$ cat src/rtl/cc_pkg.sv
`default_nettype none
// ============================================================================
//  Module      : cc_pkg
//  Description : Shared constants and types for the tail-biting rate-1/2,
//                K=7 convolutional encoder (G1=171o, G2=133o).
//                  K        - constraint length
//                  SR_W     - encoder shift-register width (K-1)
//                  G1, G2   - generator polynomials, bit K-1 taps the input
//                             bit u, bit 0 taps D6 (oldest bit)
//                  cc_state_e - block FSM states
//                  cc_sym_t   - coded symbol {X,Y}
//  Revision    : 1.0 - initial release
// ============================================================================
package cc_pkg;

    localparam int K    = 7;
    localparam int SR_W = K - 1;

    localparam logic [K-1:0] G1 = 7'o171;
    localparam logic [K-1:0] G2 = 7'o133;

    typedef enum logic [1:0] {
        ST_FILL    = 2'd0,
        ST_PRELOAD = 2'd1,
        ST_ENCODE  = 2'd2
    } cc_state_e;

    typedef logic [1:0] cc_sym_t;

    // Parity of the generator-selected taps of the window {u, D1..D6}.
    function automatic logic cc_tap(input logic [K-1:0] win, input logic [K-1:0] g);
        return ^(win & g);
    endfunction

endpackage
`default_nettype wire

$ cat src/rtl/cc_core.sv
`default_nettype none
// ============================================================================
//  Module      : cc_core
//  Description : K=7 encoder state register with parallel load and shift,
//                plus combinational X/Y generator taps.
//  Ports       : clk        - rising-edge clock
//                rst_n      - asynchronous active-low reset (state -> 0)
//                load_i     - load preload_i into D1..D6 (wins over shift)
//                preload_i  - preload value, [0]=D1 .. [5]=D6
//                shift_i    - shift u_i into D1
//                u_i        - current information bit
//                sym_o      - coded symbol, [1]=X (G1), [0]=Y (G2)
//  Revision    : 1.0 - initial release
// ============================================================================
module cc_core
    import cc_pkg::*;
(
    input  logic            clk,
    input  logic            rst_n,
    input  logic            load_i,
    input  logic [SR_W-1:0] preload_i,
    input  logic            shift_i,
    input  logic            u_i,
    output cc_sym_t         sym_o
);

    // d_q[0] is D1 (most recent bit), d_q[SR_W-1] is D6 (oldest bit).
    logic [SR_W-1:0] d_q;
    logic [SR_W-1:0] d_d;
    logic [K-1:0]    win;

    // Window laid out to match the generator bit order: u at bit K-1,
    // D1 at bit K-2, ..., D6 at bit 0.
    assign win[K-1] = u_i;
    generate
        for (genvar k = 0; k < SR_W; k++) begin : g_win
            assign win[K-2-k] = d_q[k];
        end
    endgenerate

    always_comb begin
        d_d = d_q;
        if (load_i) begin
            d_d = preload_i;
        end else if (shift_i) begin
            d_d = {d_q[SR_W-2:0], u_i};
        end
    end

    always_ff @(posedge clk or negedge rst_n) begin
        if (!rst_n) begin
            d_q <= '0;
        end else begin
            d_q <= d_d;
        end
    end

    assign sym_o = {cc_tap(win, G1), cc_tap(win, G2)};

endmodule
`default_nettype wire

$ cat src/rtl/cc_tailbite_encoder.sv
`default_nettype none
// ============================================================================
//  Module      : cc_tailbite_encoder
//  Description : Rate-1/2, K=7 tail-biting convolutional encoder. Buffers one
//                block of BLOCK_BITS serial bits, preloads the encoder state
//                from the block tail, then emits one {X,Y} symbol per accepted
//                output handshake.
//  Ports       : clk       - rising-edge clock
//                rst_n     - asynchronous active-low reset
//                in_valid  - in_bit is valid
//                in_bit    - randomized data bit
//                in_ready  - block accepts a bit this cycle (FILL only)
//                out_valid - out_sym is valid (ENCODE only)
//                out_sym   - coded symbol, [1]=X (G1), [0]=Y (G2)
//                out_last  - marks symbol BLOCK_BITS-1 of the block
//                out_ready - downstream accepts out_sym
//  Parameters  : BLOCK_BITS - bits per block, legal range 7..1024
//  Revision    : 1.0 - initial release
// ============================================================================
module cc_tailbite_encoder
    import cc_pkg::*;
#(
    parameter int BLOCK_BITS = 96
) (
    input  logic       clk,
    input  logic       rst_n,
    input  logic       in_valid,
    input  logic       in_bit,
    output logic       in_ready,
    output logic       out_valid,
    output logic [1:0] out_sym,
    output logic       out_last,
    input  logic       out_ready
);

    localparam int               CNT_W    = $clog2(BLOCK_BITS);
    localparam logic [CNT_W-1:0] LAST_IDX = CNT_W'(BLOCK_BITS - 1);

    cc_state_e        state_q, state_d;
    logic [CNT_W-1:0] wr_idx_q, wr_idx_d;
    logic [CNT_W-1:0] rd_idx_q, rd_idx_d;

    // Block buffer carries no reset: its contents are only ever read after a
    // complete fill, so stale data is never observed.
    logic [BLOCK_BITS-1:0] blk_q;

    logic            wr_en;
    logic            core_load;
    logic            core_shift;
    logic            u_bit;
    logic [SR_W-1:0] preload;
    cc_sym_t         core_sym;

    // Tail-biting start state: D1 = last bit of the block, D6 = sixth-to-last.
    generate
        for (genvar k = 0; k < SR_W; k++) begin : g_preload
            assign preload[k] = blk_q[BLOCK_BITS-1-k];
        end
    endgenerate

    assign u_bit = blk_q[rd_idx_q];

    cc_core u_core (
        .clk       (clk),
        .rst_n     (rst_n),
        .load_i    (core_load),
        .preload_i (preload),
        .shift_i   (core_shift),
        .u_i       (u_bit),
        .sym_o     (core_sym)
    );

    always_comb begin
        state_d    = state_q;
        wr_idx_d   = wr_idx_q;
        rd_idx_d   = rd_idx_q;
        wr_en      = 1'b0;
        core_load  = 1'b0;
        core_shift = 1'b0;
        in_ready   = 1'b0;
        out_valid  = 1'b0;
        out_last   = 1'b0;
        out_sym    = 2'b00;

        case (state_q)
            ST_FILL: begin
                in_ready = 1'b1;
                if (in_valid) begin
                    wr_en = 1'b1;
                    if (wr_idx_q == LAST_IDX) begin
                        wr_idx_d = '0;
                        state_d  = ST_PRELOAD;
                    end else begin
                        wr_idx_d = wr_idx_q + 1'b1;
                    end
                end
            end

            ST_PRELOAD: begin
                core_load = 1'b1;
                rd_idx_d  = '0;
                state_d   = ST_ENCODE;
            end

            ST_ENCODE: begin
                out_valid = 1'b1;
                out_sym   = core_sym;
                out_last  = (rd_idx_q == LAST_IDX);
                if (out_ready) begin
                    core_shift = 1'b1;
                    if (rd_idx_q == LAST_IDX) begin
                        rd_idx_d = '0;
                        state_d  = ST_FILL;
                    end else begin
                        rd_idx_d = rd_idx_q + 1'b1;
                    end
                end
            end

            default: begin
                state_d = ST_FILL;
            end
        endcase
    end

    always_ff @(posedge clk or negedge rst_n) begin
        if (!rst_n) begin
            state_q  <= ST_FILL;
            wr_idx_q <= '0;
            rd_idx_q <= '0;
        end else begin
            state_q  <= state_d;
            wr_idx_q <= wr_idx_d;
            rd_idx_q <= rd_idx_d;
        end
    end

    always_ff @(posedge clk) begin
        if (wr_en) begin
            blk_q[wr_idx_q] <= in_bit;
        end
    end

endmodule
`default_nettype wire

$ cat config.mk
export PLATFORM = sky130hd
export DESIGN_NAME = cc_tailbite_encoder
export DESIGN_NICKNAME = d
export VERILOG_FILES = /design/src/rtl/cc_pkg.sv /design/src/rtl/cc_core.sv /design/src/rtl/cc_tailbite_encoder.sv
export SDC_FILE = /design/constraint.sdc
export NUM_CORES = 1
export LEC_CHECK = 0
export CAP_MARGIN = 5
export CORE_ASPECT_RATIO = 1.1
export CORE_MARGIN = 4
export CORE_UTILIZATION = 40
export DETAILED_ROUTE_END_ITERATION = 10
export GPL_TIMING_DRIVEN = 0
export SYNTH_ARGS = -nofsm -noshare
export SYNTH_HDL_FRONTEND = slang
export SYNTH_HIERARCHICAL = 1
export SYNTH_SLANG_ARGS = --single-unit
export TNS_END_PERCENT = 30
$ cat constraint.sdc
create_clock -name clk -period 3.2 [get_ports clk]
set_clock_uncertainty 0.2 [all_clocks]
set_input_delay 0.8 -clock clk [delete_from_list [all_inputs] [get_ports clk]]
set_output_delay 0.8 -clock clk [all_outputs]
set_load 0.03 [all_outputs]
==> reports/results.ini <==
[outcome]
outcome=complete, but fails checks
violations=negative setup slack

[placed_design]
place_ws_ns=-1.095
detailed_place.area_um2=5849
dp_hpwl_um=7840
dpl.cell_count=626
gp_congestion=0.8382
port_buffers=9

[layout]
final_layout_size_suffix_gt1_frac=0.1933
design_area_um2=6575
layout.area.seq_um2=3436
final-instance-count-excl-fill=665
layout_commonest_cell=nor2_1
layout.nets=475
diodes=0
fillerInstances=1196
layout_common_cells=nor2_1, edfxtp_1, nand2_1
multi_input_area_um2=1978
utilization=0.4935
flow.area_growth_from_synthesis_pct=19.35

[clock_tree]
cts_tree=built
clock_latency_ns=0.41
path_clk_slew_ns=0.05
holdBufCountCts=0
clk_path_buf_depth=2
cts_made_buffers=17
cts_num_sinks=118
htreeDepth=4
root_buffer=clkbuf_16

[floorplanning]
die_area_um2=15720
fp.dieH_um=131.1
fp-row-count=44
die_w_um=119.9
initial_core_util=0.4135
pin_count=10
core_area_um2=13320

[global_routing]
overflow=0
grt_pass1_vias=3518
grt_max_degree=71
antenna_found_initial=0
grt_pass1_wl_um=19580
groute.usage.overall=0.1707

[critical_path]
r2r-start=state_q[0]
worstPathCellList=buf_6 -> buf_12 -> mux4_1 -> mux2_4 -> a221oi_2 -> o41ai_4 -> xnor2_2 -> buf_4 -> xor3_1 -> and2_4 -> buf_6
slowest_stage=mux4_1
reg2reg_slack_ns=0.53
r2r_cells=5
r2r-end=blk_q[84]
startpoint_type=flip-flop
endpoint_kind=output pin
critPathMostFrequentCell=buf_6
cp_max_fo=3
critPathKind=reg2out
worst_ep_required_time_ns=2.20
slowest_delay_ns=0.55
worstPathArrival_ns=3.19

[logic_synthesis]
syn_inst=432
synth_fa_ha_area_frac=0.004542
syn_nets=439
synth-seq-cells=118
yosys.area_share.simple=0.1644
ys.flop_type=edfxtp_1
synth-seq-area-share=0.6232
synth_top_family_by_area=simple AND/OR/NAND/NOR gates
synth_edf_count=96
yosysUniqueCellTypes=46
async_flop_share=0.1864
synth_area_leaders=edfxtp_1, dfrtp_1, nor2_1
synth_compound_area_frac=0.03906
syn-cell-area_um2=5509
synthXorXnorAreaFrac=0.02112
yosysWarnings=6
yosysTopAreaCell=edfxtp_1
syn_area_per_cell_um2=12.75
synthMuxAreaShare=0.1201
netlist.area_leader.share=0.5233

[flow_run]
cap_violations=0

[power_and_ir_drop]
finalPower_mw=4.014
peakVddDrop_v=0.0003555
p_per_area_nw_per_um2=610.5
leakage_nw=2.172

[detailed_routing]
drt-vias-per-instance=5.272
wl_per_cell_um=18.43
num_vias=3506
drt_drc_violations_left=0
first_pass_iters=5
ant_nets=0
drt_iter0_drc=312
routed_wl_um=12250

[worst_hold_path]
worstHoldStart=blk_q[95]
min_path_cells=2
hold_end=u_core/d_q[0]
hold_path.class=reg2reg

[sta]
finalCriticalPeriod_ns=4.191
setup_ws_ns=-0.9906
tightest_slew_ns=1.140
maxSlewHeadroom=0.2375
min_period_over_period=1.310
holdWs_ns=0.2881
tns_ns=-1.870
setup_viol=2
rsz0062_at_grt=yes
max_freq_mhz=238.6
finalHoldViolCount=0
slew_violations=0

worst max-delay path by stage:
| stage | startpoint | endpoint | slack [ns] |
|---|---|---|---|
| 2_1_floorplan | rd_idx_q[1] | out_sym[0] | -0.18 |
| 3_3_place_gp | rd_idx_q[1] | out_sym[0] | -1.08 |
| 3_5_place_dp | rd_idx_q[0] | out_sym[1] | -1.09 |
| 4_1_cts | rd_idx_q[0] | out_sym[1] | -1.0 |
| 5_1_grt | rd_idx_q[0] | out_sym[1] | -1.12 |
| 6_report | rd_idx_q[0] | out_sym[1] | -0.99 |
metal layers:
layer	GRT usage	wire, µm	vias up
li1	-	-	1646
met1	0.2171	5494	1757
met2	0.2809	6036	85
met3	0.04936	487	18
met4	0.06402	235	0
met5	0	0	-
synthesized netlist by cell type, drive strengths merged, types with 3 or more instances:
cell type and number:
a21oi 4, and2 5, buf 12, clkbuf 16, dfrtp 22, edfxtp 96
inv 3, mux2 4, mux2i 14, mux4 20, nand2 33, nand3 15
nand3b 6, nand4 5, nor2 109, nor2b 9, nor3 4, o21ai 12
or2 8, xnor2 4, xor2 3
critical path: cells and delay by family (launching register included):
family,cells,cell delay [ns]
and+or+nand+nor,1,0.15
DFF,1,0.37
xor gates and xnor gates,2,0.40
muxes,2,0.84
buffers and inverters,4,0.52
AOI/OAI and AO/OA,2,0.50
sequential cells by signal (all words and copies together), names as in the netlist:
signal	count
rd_idx_q	7
wr_idx_q	7
blk_q	96
u_core/d_q	6
state_q	2
report_power, final:
group	leakage, nW	internal (mW)	switching, mW
logic	0.773	0.116	0.332
clock network	0.278	1.20	0.631
registers	1.12	1.72	0.0202
repair_timing:
| item | CTS | global route |
|---|---|---|
| resized for setup | 41 | 4 |
| endpoints found under the setup margin | 3 | 3 |
| pin swaps | 10 | 5 |
| setup buffers | 8 | 0 |
| hold endpoints to repair | 0 | 0 |
cell families (layout without fill, tap and decap cells):
group	after synthesis	count (layout)
XOR/XNOR	9	9
adder cells (fa/ha/maj)	2	2
AO/OA/AOI/OAI	31	31
multiplexers	38	38
flip-flops	118	118
AND/OR/NAND/NOR	203	203
buffers and inverters	31	80
cell type report:
type	count	share of cell area
flip-flops and latches	118	0.5226
clock buffers	18	0.06527
plain buffers	28	0.02550
multi-input cells	283	0.3009
inverters	3	0.001713
repair buffers	17	0.02778
clock inverters	14	0.02131
well taps	184	0.03501
(Power assumes the default switching activity.)
